**src/rtl/gray2rgb_pkg.sv**
```systemverilog
// gray2rgb_pkg: shared sizes, RGB struct and reset-ramp helper for the grey-to-RGB colormap
package gray2rgb_pkg;

    localparam int PAL_DEPTH = 16;
    localparam int IDX_W     = 4;
    localparam int FRAC_W    = 6;
    localparam int CH_W      = 10;
    localparam int DIFF_W    = CH_W + 1;
    localparam int PROD_W    = DIFF_W + FRAC_W;

    typedef struct packed {
        logic [CH_W-1:0] r;
        logic [CH_W-1:0] g;
        logic [CH_W-1:0] b;
    } rgb10_t;

    function automatic rgb10_t ramp_entry(input logic [IDX_W-1:0] k);
        logic [CH_W-1:0] v;
        v = CH_W'(k) * CH_W'(68);
        return '{r: v, g: v, b: v};
    endfunction

endpackage

```
**src/rtl/gray2rgb_palette.sv**
```systemverilog
// gray2rgb_palette: 16-entry RGB palette, one write port, reads at idx and clamped idx+1
module gray2rgb_palette
    import gray2rgb_pkg::*;
(
    input  logic             clk_i,
    input  logic             rst_ni,
    input  logic             we_i,
    input  logic [IDX_W-1:0] waddr_i,
    input  rgb10_t           wdata_i,
    input  logic [IDX_W-1:0] raddr_i,
    output rgb10_t           rd0_o,
    output rgb10_t           rd1_o
);

    rgb10_t           mem_q [PAL_DEPTH];
    logic [IDX_W-1:0] raddr_nxt;

    // Palette flops: reset restores the grey ramp, otherwise one write per clock
    always_ff @(posedge clk_i or negedge rst_ni) begin
        if (!rst_ni) begin
            for (int k = 0; k < PAL_DEPTH; k++) mem_q[k] <= ramp_entry(IDX_W'(k));
        end else if (we_i) begin
            mem_q[waddr_i] <= wdata_i;
        end
    end

    assign raddr_nxt = (raddr_i == IDX_W'(PAL_DEPTH - 1)) ? raddr_i : raddr_i + IDX_W'(1);
    assign rd0_o     = mem_q[raddr_i];
    assign rd1_o     = mem_q[raddr_nxt];

endmodule

```
**src/rtl/gray2rgb_colormap.sv**
```systemverilog
// gray2rgb_colormap: 3-stage grey-to-RGB expander; GRAY2RGB_INTERP_EN selects interpolating palette lookup
module gray2rgb_colormap
    import gray2rgb_pkg::*;
(
    input  logic                iCLK,
    input  logic                iRST_n,
    input  logic [CH_W-1:0]     iGray,
    input  logic                iValid,
    input  logic                iMode,
    input  logic                iPalWe,
    input  logic [IDX_W-1:0]    iPalAddr,
    input  logic [3*CH_W-1:0]   iPalData,
    output logic [CH_W-1:0]     oRed,
    output logic [CH_W-1:0]     oGreen,
    output logic [CH_W-1:0]     oBlue,
    output logic                oValid
);

    rgb10_t          pal_lo, pal_hi;
    logic            s1_valid_q, s1_mode_q;
    logic [CH_W-1:0] s1_gray_q;
    rgb10_t          s1_lo_q;
    logic            s2_valid_q;
    rgb10_t          s2_base_d, s2_base_q;
    rgb10_t          mapped, out_d, out_q;
    logic            out_valid_q;

    gray2rgb_palette u_palette (
        .clk_i   (iCLK),
        .rst_ni  (iRST_n),
        .we_i    (iPalWe),
        .waddr_i (iPalAddr),
        .wdata_i (rgb10_t'(iPalData)),
        .raddr_i (iGray[CH_W-1:FRAC_W]),
        .rd0_o   (pal_lo),
        .rd1_o   (pal_hi)
    );

`ifdef GRAY2RGB_INTERP_EN
    logic [FRAC_W-1:0]        s1_frac_q;
    rgb10_t                   s1_hi_q;
    logic signed [PROD_W-1:0] s2_prod_d [3];
    logic signed [PROD_W-1:0] s2_prod_q [3];

    // Signed (hi - lo) * frac; mode 0 contributes no product so the base passes through
    function automatic logic signed [PROD_W-1:0] lerp_prod(input logic [CH_W-1:0] lo, hi,
                                                           input logic [FRAC_W-1:0] frac);
        logic signed [DIFF_W-1:0] diff;
        logic signed [PROD_W:0]   full;
        diff = $signed({1'b0, hi}) - $signed({1'b0, lo});
        full = diff * $signed({1'b0, frac});
        return PROD_W'(full);
    endfunction

    // Arithmetic shift floors toward -inf, keeping the result between the two entries
    function automatic logic [CH_W-1:0] lerp_add(input logic [CH_W-1:0] base,
                                                 input logic signed [PROD_W-1:0] prod);
        logic signed [PROD_W-1:0] sum;
        sum = $signed({{(PROD_W - CH_W){1'b0}}, base}) + (prod >>> FRAC_W);
        return CH_W'(sum);
    endfunction

    // Interpolation extras for stage 1: fraction and the upper palette entry
    always_ff @(posedge iCLK or negedge iRST_n) begin
        if (!iRST_n) begin
            s1_frac_q <= '0;
            s1_hi_q   <= '0;
        end else begin
            s1_frac_q <= iGray[FRAC_W-1:0];
            s1_hi_q   <= pal_hi;
        end
    end

    // Stage 2 products per channel, zero in replicate mode
    always_comb begin
        s2_prod_d[0] = s1_mode_q ? lerp_prod(s1_lo_q.r, s1_hi_q.r, s1_frac_q) : '0;
        s2_prod_d[1] = s1_mode_q ? lerp_prod(s1_lo_q.g, s1_hi_q.g, s1_frac_q) : '0;
        s2_prod_d[2] = s1_mode_q ? lerp_prod(s1_lo_q.b, s1_hi_q.b, s1_frac_q) : '0;
    end

    // Stage 2 product registers
    always_ff @(posedge iCLK or negedge iRST_n) begin
        if (!iRST_n) begin
            for (int c = 0; c < 3; c++) s2_prod_q[c] <= '0;
        end else begin
            for (int c = 0; c < 3; c++) s2_prod_q[c] <= s2_prod_d[c];
        end
    end

    assign mapped = '{r: lerp_add(s2_base_q.r, s2_prod_q[0]),
                      g: lerp_add(s2_base_q.g, s2_prod_q[1]),
                      b: lerp_add(s2_base_q.b, s2_prod_q[2])};
`else
    logic unused_nearest;

    assign unused_nearest = ^{pal_hi, iGray[FRAC_W-1:0]};
    assign mapped         = s2_base_q;
`endif

    // Stage 1: capture the pixel, its mode and the lower palette entry
    always_ff @(posedge iCLK or negedge iRST_n) begin
        if (!iRST_n) begin
            s1_valid_q <= 1'b0;
            s1_mode_q  <= 1'b0;
            s1_gray_q  <= '0;
            s1_lo_q    <= '0;
        end else begin
            s1_valid_q <= iValid;
            s1_mode_q  <= iMode;
            s1_gray_q  <= iGray;
            s1_lo_q    <= pal_lo;
        end
    end

    // Base colour: palette entry in map mode, replicated grey otherwise
    always_comb begin
        s2_base_d = s1_mode_q ? s1_lo_q : '{r: s1_gray_q, g: s1_gray_q, b: s1_gray_q};
    end

    // Stage 2 base and valid registers
    always_ff @(posedge iCLK or negedge iRST_n) begin
        if (!iRST_n) begin
            s2_valid_q <= 1'b0;
            s2_base_q  <= '0;
        end else begin
            s2_valid_q <= s1_valid_q;
            s2_base_q  <= s2_base_d;
        end
    end

    // Outputs only move on a valid pixel so gaps hold the last colour
    always_comb begin
        out_d = s2_valid_q ? mapped : out_q;
    end

    // Stage 3 output registers
    always_ff @(posedge iCLK or negedge iRST_n) begin
        if (!iRST_n) begin
            out_valid_q <= 1'b0;
            out_q       <= '0;
        end else begin
            out_valid_q <= s2_valid_q;
            out_q       <= out_d;
        end
    end

    assign oRed   = out_q.r;
    assign oGreen = out_q.g;
    assign oBlue  = out_q.b;
    assign oValid = out_valid_q;

endmodule

```
**config.mk**
```make
export PLATFORM = sky130hd
export DESIGN_NAME = gray2rgb_colormap
export DESIGN_NICKNAME = d
export VERILOG_FILES = /design/src/rtl/gray2rgb_pkg.sv /design/src/rtl/gray2rgb_palette.sv /design/src/rtl/gray2rgb_colormap.sv
export SDC_FILE = /design/constraint.sdc
export NUM_CORES = 1
export LEC_CHECK = 0
export CORE_MARGIN = 10
export CORE_UTILIZATION = 55
export DETAILED_ROUTE_END_ITERATION = 8
export GPL_TIMING_DRIVEN = 1
export PLACE_DENSITY_LB_ADDON = 0.08
export SYNTH_ARGS = -nofsm -noshare
export SYNTH_HDL_FRONTEND = slang
export SYNTH_SLANG_ARGS = --single-unit
```
**constraint.sdc**
```tcl
create_clock -name iCLK -period 2 [get_ports iCLK]
set_input_delay 0.3 -clock iCLK [delete_from_list [all_inputs] [get_ports iCLK]]
set_output_delay 0.3 -clock iCLK [all_outputs]
set_load 0.01 [all_outputs]
```
==> metrics.md <==
| Metric | Value |
|---|---|
| Outcome | complete, no violations |
| Final estimated routing congestion in global placement | between 0.8 and 0.9 |
| Worst supply voltage drop on vdd | 0.001214 V |
| Share of Yosys cell area claimed by the top area cell type | 39.48% |
| Detailed Place HPWL | about 40,000 µm |
| Initial core utilization | around 56% |
| Post-Syn Instances | between 1.5k and 2k |
| TritonCTS sink count | approximately 600 |
| Clock slew seen by the registers of the worst setup and hold paths | around 60 ps |
| Count of final max-slew check failures | 0 |
| Cts bufs inserted | 59 |
| Buffer levels on the longest clock path | 3 |
| Maximum level of the CTS H-tree | 2 |
| Largest stage delay, worst path | between 500 and 600 ps |
| Library cells used by synthesis | 20 |
| Type of element launching the critical path | register |
| Placeable core region | around 44,000 µm² |
| Actual slew at the worst max-slew pin | between 1000 and 1500 ps |
| Root Buffer Master | sky130_fd_sc_hd__clkbuf_16 |
| Worst slew margin relative to its limit | 31.81% |
| # diodes | 0 |
| Global route total overflow | 0 |
| Footprint of the multi-input gates | between 9000 and 10,000 µm² |
| Worst min path class | in -> reg |
| Boundary Pins | 80 |
| Wire length of the first global-routing pass | between 90,000 and 100,000 µm |
| Max Clock Freq | ~540 MHz |
| Share of cells above drive strength 1 | 61.64% |
| Leakage | ~12 nW |
| Summed negative setup slack over all endpoints | 0 ps |
| # port buffers | between 70 and 80 |
| Library cell occupying the most area in the post-synthesis netlist | sky130_fd_sc_hd__dfrtp_1 |
| Number of setup violations in the final report | 0 |
| Tightest hold margin | between 100 and 150 ps |
| Peak fanout along the critical path | 2 |
| Commonest non-fill, non-tap cell in the layout | sky130_fd_sc_hd__mux2_2 |
| Commonest non-fill, non-tap cells in the layout | sky130_fd_sc_hd__mux2_2 (503), sky130_fd_sc_hd__dfrtp_1 (392), sky130_fd_sc_hd__dfstp_2 (192) |
| Number of iterations in the first detailed-routing pass | 5 |
| Die outline width | approximately 230 µm |
| Clk_skew | about 21 ps |
| Critical path required time | 1700 ps |
| Cell row count | just under 80 |
| Number of filler instances in the final layout | between 3k and 4k |
| DR DRC count | 0 |
| Count of buffering cells on the critical path with inverters included | 1 |
| Final period utilization | 92.76% |
| Max-cap check violation count | 0 |
| Total number of vias | 13.85k |
| Syn_nets | around 1.6k |
| Area growth, synth to finish | 19.00% |
| Setup repair after global routing missed its margin | false |
| Critical Path End Type | primary output |
| Area contributors post-synth | sky130_fd_sc_hd__dfrtp_1 (39%), sky130_fd_sc_hd__mux2_2 (23%), sky130_fd_sc_hd__dfstp_2 (20%), sky130_fd_sc_hd__mux4_2 (11%), sky130_fd_sc_hd__a22oi_1 (1.8%) |
| Area enclosed by the die boundary | roughly 54,000 µm² |
| Data arrival at the endpoint of the critical path | roughly 1600 ps |
| Kind of cell adding the most delay to the critical path | buffers and inverters |
| Layout Utilization | between 60% and 70% |
| Register area | approximately 15,000 µm² |
| Sequential share of the synthesized area | between 50% and 60% |
| Largest net degree at the start of global routing | 64 |
| Total of warnings raised by yosys | 0 |
| Number of global-route vias before repair | roughly 15k |
| Endpoints failing hold | 0 |
| Power density over cell area | 1124 nW/µm² |
| Cell breakdown of the critical path | clkdlybuf4s50_1 |
| Nets | ~1.7k |
| Mean area per synthesized cell | 16.27 µm² |
| Antenna Nets Post-Route | 0 |
| CTS tree | yes |
| Average wire per cell in the routed design | 25.71 µm |
| Critical Setup Path Class | reg -> out |
| Total Routed Length | ~60,000 µm |
| Number of storage elements in the synthesis netlist | 584 |
| Later-pin clock latency in the skew report | about 630 ps |
| Mapped Area | roughly 25,000 µm² |
| Die Y | 232.6 µm |
| Total power after layout | approximately 33 mW |
| Worst setup slack after layout | around 140 ps |
| GR Util All Layers | roughly 23% |
| Minimum setup slack after placement | -305.3 ps |
| Worst-path cell with the longest stage delay | sky130_fd_sc_hd__clkdlybuf4s50_1 |
| Iteration-0 DRC Markers | around 900 |
| Number of vias per cell | around 6.0 |
| Number of antenna violations at the first check in global routing | 0 |
| Final min period | roughly 1900 ps |
-- cell families (layout without fill, tap and decap cells) --
family / count (synthesis) / after routing / share of synthesized area, %
and+or+nand+nor: 129 / 129 / 2.226
buffers and inverters: 124 / 320 / 2.190
DFF: 584 / 584 / 59.78
muxes: 630 / 630 / 33.99
AOI/OAI and AO/OA: 60 / 60 / 1.813
-- through the flow --
step	cell area, µm²	cells
detailed placement	27540	2202
global placement	27540	2202
CTS	29570	2315
finish	29570	2315
floorplan	24850	1527
global route	29570	2315
-- registers in the layout, indices dropped and copies added (netlist names) --
name / cells
s2_valid_q: 1
s1_lo_q: 30
oRed: 10
s1_valid_q: 1
s1_gray_q: 10
oValid: 1
s1_mode_q: 1
mapped: 30
oBlue: 10
oGreen: 10
u_palette.mem_q: 480
-- synth_stat cells --
cell type                  instances
sky130_fd_sc_hd__mux2_2          503
sky130_fd_sc_hd__dfrtp_1         392
sky130_fd_sc_hd__buf_2            63
sky130_fd_sc_hd__clkbuf_1         59
sky130_fd_sc_hd__dfstp_2         192
sky130_fd_sc_hd__or4_1             1
sky130_fd_sc_hd__nand2_1          92
sky130_fd_sc_hd__mux2_1            7
sky130_fd_sc_hd__nor2b_1           2
sky130_fd_sc_hd__nor2_1            7
sky130_fd_sc_hd__nor3_1            6
sky130_fd_sc_hd__nand3_1           2
sky130_fd_sc_hd__mux4_2          120
sky130_fd_sc_hd__and2_1            1
sky130_fd_sc_hd__nand2b_1         13
sky130_fd_sc_hd__nor4_1            1
sky130_fd_sc_hd__nand3b_1          2
sky130_fd_sc_hd__a22oi_1          60
sky130_fd_sc_hd__or3_1             2
sky130_fd_sc_hd__buf_1             2
-- routing by layer --
layer  vias up  wire [µm]  track usage [%]
li1       5895          -                -
met1      7598      25790            30.26
met2       279      28940            36.46
met3        76       3157            4.685
met4         0       1641            6.715
met5         -          0                0
-- worst paths after layout --
check	startpoint	depth (start not counted)	slack [ps]	to
setup / recovery	oGreen[8]$_DFFE_PN0P_	1	140	oGreen[8]
hold / removal	iGray[5]	1	120	s1_gray_q[5]$_DFF_PN0_
setup reg to reg	u_palette.mem_q[140]$_DFFE_PN0P_	3	580	s1_lo_q[20]$_DFF_PN0_
hold reg to reg	s1_valid_q$_DFF_PN0_	0	350	s2_valid_q$_DFF_PN0_
max in group asynchronous	iRST_n	3	890	u_palette.mem_q[16]$_DFFE_PN1P_
min in group asynchronous	iRST_n	2	310	u_palette.mem_q[154]$_DFFE_PN0P_
-- area by class of cell --
type                            count  share of cell area, %
Timing Repair Buffer              208                  8.095
Multi-Input combinational cell    819                  32.32
Sequential cell                   584                  50.23
Clock buffer                       90                  5.928
Tap cell                          592                  2.505
Clock inverter                     22                 0.9140
-- what timing repair did --
action                    in CTS  in global routing
setup buffers                  0                  0
resized for setup              0                  0
hold buffers                   1                  0
hold endpoints to repair      15                  0
-- power by group --
part | internal, mW | switching (mW) | total, mW
Sequential | 15.1 | 1.42 | 16.5
Combinational | 3.38 | 1.96 | 5.34
Clock | 6.80 | 4.59 | 11.4
Power figures use the tool's default switching activity.
